### src/rtl/zigbee_pad_arbiter.sv
// rtl/zigbee_pad_arbiter.sv - round-robin owner arbiter for the ZigBee 18-bit output pad bus
//
// Grants the pad bus to one of four requesters per burst (round-robin from the
// requester after the last owner), forwards the owner's accepted words as a
// registered pad word, and inserts GAP idle turnaround cycles between owners.
//
// Ports:
//   clk_i        system clock, rising edge
//   rst_i        synchronous reset, active-high
//   req_i[4]     per-requester bus request (level)
//   valid_i[4]   per-requester word valid
//   last_i[4]    per-requester last word of burst (qualified by valid_i)
//   data_i[4*DW] requester k word at data_i[k*DW +: DW]
//   ready_o[4]   word accepted when valid_i[k] & ready_o[k]
//   grant_o[4]   one-hot current owner, 0 when no owner
//   sel_o[2]     index of current/last owner (pad source select)
//   out_o[DW]    registered pad word
//   out_valid_o  out_o holds a new word this cycle
//   busy_o       arbiter not idle
//
// Optional feature: define ZIGBEE_PAD_ARB_TIMEOUT_EN to revoke a grant after
// TIMEOUT consecutive stall cycles (owner requesting but not sending).

module zigbee_pad_arbiter #(
  parameter int DW        = 18,
  parameter int MAX_BURST = 16,
  parameter int GAP       = 1,
  parameter int TIMEOUT   = 8
) (
  input  logic            clk_i,
  input  logic            rst_i,
  input  logic [3:0]      req_i,
  input  logic [3:0]      valid_i,
  input  logic [3:0]      last_i,
  input  logic [4*DW-1:0] data_i,
  output logic [3:0]      ready_o,
  output logic [3:0]      grant_o,
  output logic [1:0]      sel_o,
  output logic [DW-1:0]   out_o,
  output logic            out_valid_o,
  output logic            busy_o
);

  if (MAX_BURST < 1 || MAX_BURST > 255 || GAP < 0 || GAP > 15 ||
      TIMEOUT < 1 || TIMEOUT > 255) begin : g_bad_param
    $error("zigbee_pad_arbiter: parameter out of range");
  end

  localparam logic [7:0] MAX_CNT  = 8'(MAX_BURST);
  localparam logic [3:0] GAP_LAST = 4'((GAP > 0) ? GAP - 1 : 0);

  typedef enum logic [1:0] {
    IDLE = 2'd0,
    XFER = 2'd1,
    TURN = 2'd2
  } state_e;

  state_e          state_q, state_d;
  logic [3:0]      grant_q, grant_d;
  logic [1:0]      sel_q, sel_d;
  logic [1:0]      last_q, last_d;
  logic [7:0]      cnt_q, cnt_d;
  logic [3:0]      gap_q, gap_d;
  logic [DW-1:0]   out_q, out_d;
  logic            out_valid_q, out_valid_d;

  logic [1:0]      win_idx;
  logic [1:0]      cand;
  logic            win_found;
  logic [DW-1:0]   owner_word;
  logic            beat;
  logic            burst_full;
  logic            stall_hit;
  logic            burst_end;
  logic            gap_done;

  // Round-robin pick: search upward starting one past the last owner, so the
  // previous owner is checked last and cannot win twice while others wait.
  always_comb begin
    win_found = 1'b0;
    win_idx   = last_q;
    cand      = '0;
    for (int i = 1; i <= 4; i++) begin
      cand = last_q + 2'(i);
      if (!win_found && req_i[cand]) begin
        win_found = 1'b1;
        win_idx   = cand;
      end
    end
  end

  assign owner_word = data_i[sel_q*DW +: DW];
  assign beat       = (state_q == XFER) && valid_i[sel_q];
  assign burst_full = (cnt_q + 8'd1) == MAX_CNT;
  assign gap_done   = (gap_q == GAP_LAST);

`ifdef ZIGBEE_PAD_ARB_TIMEOUT_EN
  localparam logic [7:0] TO_CNT = 8'(TIMEOUT);

  logic [7:0] stall_q, stall_d;

  // Counts consecutive cycles where the owner still requests but sends nothing.
  always_comb begin
    stall_d = stall_q;
    if (state_q == IDLE) begin
      stall_d = '0;
    end else if (state_q == XFER) begin
      if (beat) begin
        stall_d = '0;
      end else if (req_i[sel_q]) begin
        stall_d = stall_q + 8'd1;
      end
    end
  end

  assign stall_hit = (state_q == XFER) && !beat && req_i[sel_q] &&
                     ((stall_q + 8'd1) == TO_CNT);

  always_ff @(posedge clk_i) begin
    if (rst_i) begin
      stall_q <= '0;
    end else begin
      stall_q <= stall_d;
    end
  end
`else
  assign stall_hit = 1'b0;
`endif

  // The ending beat itself is transferred; a request drop only ends the
  // burst in a cycle where the owner did not deliver a word.
  assign burst_end = (state_q == XFER) &&
                     ((beat && (last_i[sel_q] || burst_full)) ||
                      (!beat && !req_i[sel_q]) ||
                      stall_hit);

  // State register
  always_ff @(posedge clk_i) begin
    if (rst_i) begin
      state_q <= IDLE;
    end else begin
      state_q <= state_d;
    end
  end

  // Next-state logic
  always_comb begin
    state_d = state_q;
    unique case (state_q)
      IDLE: if (|req_i) state_d = XFER;
      XFER: if (burst_end) state_d = (GAP > 0) ? TURN : IDLE;
      TURN: if (gap_done) state_d = IDLE;
      default: state_d = IDLE;
    endcase
  end

  // Datapath next values
  always_comb begin
    grant_d     = grant_q;
    sel_d       = sel_q;
    last_d      = last_q;
    cnt_d       = cnt_q;
    gap_d       = gap_q;
    out_d       = out_q;
    out_valid_d = 1'b0;
    unique case (state_q)
      IDLE: begin
        if (win_found) begin
          grant_d = 4'b0001 << win_idx;
          sel_d   = win_idx;
          cnt_d   = '0;
        end
      end
      XFER: begin
        if (beat) begin
          out_d       = owner_word;
          out_valid_d = 1'b1;
          cnt_d       = cnt_q + 8'd1;
        end
        if (burst_end) begin
          grant_d = '0;
          last_d  = sel_q;
          gap_d   = '0;
        end
      end
      TURN: begin
        gap_d = gap_q + 4'd1;
      end
      default: ;
    endcase
  end

  always_ff @(posedge clk_i) begin
    if (rst_i) begin
      grant_q     <= '0;
      sel_q       <= '0;
      last_q      <= 2'd3;
      cnt_q       <= '0;
      gap_q       <= '0;
      out_q       <= '0;
      out_valid_q <= 1'b0;
    end else begin
      grant_q     <= grant_d;
      sel_q       <= sel_d;
      last_q      <= last_d;
      cnt_q       <= cnt_d;
      gap_q       <= gap_d;
      out_q       <= out_d;
      out_valid_q <= out_valid_d;
    end
  end

  // Outputs
  always_comb begin
    ready_o     = (state_q == XFER) ? grant_q : 4'b0000;
    grant_o     = grant_q;
    sel_o       = sel_q;
    out_o       = out_q;
    out_valid_o = out_valid_q;
    busy_o      = (state_q != IDLE);
  end

endmodule

### config.mk
export PLATFORM = sky130hd
export DESIGN_NAME = zigbee_pad_arbiter
export DESIGN_NICKNAME = d
export VERILOG_FILES = /design/src/rtl/zigbee_pad_arbiter.sv
export SDC_FILE = /design/constraint.sdc
export NUM_CORES = 1
export LEC_CHECK = 0
export ABC_AREA = 1
export BUFFER_PORTS_ARGS = -buffer_cell sky130_fd_sc_hd__buf_2
export CAP_MARGIN = 20
export CORE_ASPECT_RATIO = 0.5
export CORE_UTILIZATION = 40
export DETAILED_ROUTE_END_ITERATION = 10
export PLACE_DENSITY = 0.8
export SKIP_CTS_REPAIR_TIMING = 1
export SYNTH_ARGS = -nofsm -noshare
export SYNTH_HDL_FRONTEND = slang
export SYNTH_SLANG_ARGS = --single-unit
### constraint.sdc
create_clock -name clk_i -period 5 [get_ports clk_i]
set_input_delay 1.5 -clock clk_i [delete_from_list [all_inputs] [get_ports clk_i]]
set_output_delay 1.5 -clock clk_i [all_outputs]
set_load 0.01 [all_outputs]
==> summary.txt <==
Synthesis
  – EDFF count, synth: 0
  – Distinct cells, synth: 35
  – Mapped Cells: 421
  – Synth warn: 0
  – Yosys reg bits: around 40
  – Post-synth top area cell: dfxtp_1
  – Mapped cell area: 2610 sq um
  – Mapped Nets: 510
  – Commonest cells post-synth: 102 x nor2_1, 77 x nand2_1, 52 x o21ai_0
  – Synth top area share: 31.5%
  – Sequential area share after synthesis: about a third
  – Ys async rst share: 0%
  – Primary FF master, synth: dfxtp_1
  – Avg Inst Size Synth: 6.19 sq um
  – Top-count cell post-synth: nor2_1
  – Most area-consuming cells after synthesis: dfxtp_1 31%, nor2_1 15%, nand2_1 11%

Hold path
  – Worst Hold Path EP: gap_q[0]
  – Hold Crit Class: register to register
  – Hold Startpoint: gap_q[0]
  – WHS Path Cells: 1

STA
  – Final Hold Vio Count: 0
  – RSZ-0062 raised after global routing: no
  – Slew headroom: between 40% and 50%
  – Clock skew: 0.00427 ns
  – Slew Viols, Final: 0
  – Max Fclk: between 300 and 400 MHz
  – Final Cycle Share: 58.9%
  – Worst slew pin tran: 0.846 ns
  – Crit path time final: 2.95 ns
  – Setup-failing EPs final: 0
  – Setup TNS: 0 ns

Power
  – Pleak: between 1.5 and 2 nW
  – Pwr dens: 491 nW/um^2
  – Max IR drop VDD: 0.171 mV
  – Final Total Pwr: 0.00164 W

Global routing
  – Maximum number of pins on one net before global-route repair: 45
  – GRT Util Overall: ~22%
  – Initial antenna violation count: 0
  – Total grt overflow: 0
  – Vias in the first global route: roughly 2700
  – First-pass GRT wire length: 12000 microns

Layout
  – Fraction of layout cells with a size suffix above 1: 29.5%
  – Nets: 610
  – Synth-to-layout area growth: 27.6%
  – Ant diodes: 0
  – Design area: 3330 sq um
  – Final core occ: 53.8%
  – Post-route insts no fill: 610
  – Fillers: 653

Critical path
  – Worst R2R End: out_o[10]
  – Data arrival time of the worst path: 3.15 ns
  – Critical path class: register to register
  – Critical path endpoint category: register
  – CP Launch Type: register
  – WP data required: 5.21 ns
  – Critical Path Fanout Max: 43
  – Worst Reg2Reg Path Length in Cells: 8
  – R2R setup slack: 2.05 ns
  – Reg2reg start: sel_o[1]

Die
  – DIE WIDTH: 116 microns
  – Cell Rows: 20
  – Die H: around 59 microns
  – Core area: 6180 sq um
  – I/O pin cnt: 116
  – Die footprint: 6870 sq um
  – Initial Utilization: 42.2%

Clock tree
  – CTS tree: built
  – CTS clk-pin slew, worst paths: 0.06 ns
  – Worst-Skew Late Latency: 0.28 ns
  – Clock Tree Buf Depth: 2
  – H-Tree Depth: 2
  – CTS root buffer: clkbuf_16
  – Cts bufs inserted: 5
  – CTS Sinks: 41

Run
  – Max-Cap Viols: 0

Drt
  – DRC Markers: 0
  – Number of DRC markers in iteration 0: 141
  – Vias: 3042
  – WL per Instance: approximately 12 microns
  – Wirelength, routed: 7040 microns
  – DRT antenna net count: 0
  – DR vias/cell: between 4 and 5
  – DR pass1 iterations: 5

Outcome
  – Status: finished, final reports clean

Place
  – Hpwl dp: 5210 microns
  – DP Cell Count: around 600
  – Routability cong.: around 0.78
  – Placement Cell Area: about 3200 sq um
  – Number of port buffers: 115
## flip-flops by register name, indices dropped and copies added (netlist names)
signal and flops:
last_q 2, out_o 18, sel_o 2, state_q 2
out_valid_o 1, gap_q 4, cnt_q 8, grant_o 4
## final cells by class
type,instances,area [sq um],area share [%]
sequential,41,821,24.7
clock inverter,2,10.0,0.301
multi-input combinational,326,1560,46.7
timing repair buffer,116,583,17.5
tap,88,110,3.31
clock buffer,6,129,3.87
inverter,31,119,3.57
## layer usage
layer  wire length (microns)  up-vias  track usage (%)
met5                       0        -                0
met2                    3100       96             37.2
met1                    3460     1359             29.2
met4                      74        0             5.13
li1                        -     1578                -
met3                     402        9             4.60
## cell families (layout without fill, tap and decap cells)
kind of cell    Yosys count  after routing  share of synthesized area (%)
flops                    41             41                           31.5
fa+ha+maj                 3              3                           1.44
compound gates          106            106                           22.6
simple gates            216            216                           35.2
buf+inv                  54            155                           8.88
xor+xnor                  1              1                          0.336
## worst max-delay path: stages, from the launching register on
cell,delay (ns)
dfxtp_1,0.86
inv_1,0.65
nor2_1,0.22
o21ai_1,0.10
o21ai_2,0.09
nand2_2,0.11
inv_2,0.48
o21ai_0,0.17
a31oi_1,0.17
## worst max-delay path by stage
stage                      endpoint  slack (ns)  depth (start not counted)     start
after floorplan            cnt_q[7]        2.48                          7  req_i[1]
after CTS                 out_o[13]        1.97                          8  sel_o[1]
final                     out_o[10]        2.05                          8  sel_o[1]
after detailed placement   out_o[5]        1.99                          8  sel_o[1]
after global routing       out_o[5]        1.63                          8  sel_o[1]
after global placement     out_o[4]        2.07                          8  sel_o[1]
## per-stage QoR
stage,worst slack [ns],hold WS [ns]
2_1_floorplan,2.48,0.451
3_3_place_gp,2.07,0.474
3_5_place_dp,1.99,0.482
4_1_cts,1.97,0.491
5_1_grt,1.63,0.517
6_report,2.05,0.487
## layout by cell type, fill, tap and decap left out, types with 2 or more instances in the layout
master / instances
nand3_1: 14
inv_2: 7
clkinv_2: 2
nand2_1: 77
nand3_2: 4
nand2_2: 7
a31oi_1: 19
o211ai_2: 2
nand3b_1: 2
nor2_2: 4
clkbuf_16: 5
dfxtp_1: 41
o21ai_0: 52
o21ai_1: 11
a21oi_1: 16
inv_1: 23
buf_2: 115
nor2_1: 102
ha_1: 3
## where the power goes
| group | internal (W) | total, W | switching (W) |
|---|---|---|---|
| Sequential | 0.000410 | 0.000499 | 0.0000887 |
| Combinational | 0.000293 | 0.000833 | 0.000539 |
| Clock | 0.000183 | 0.000303 | 0.000120 |
Power figures use the tool's default switching activity.
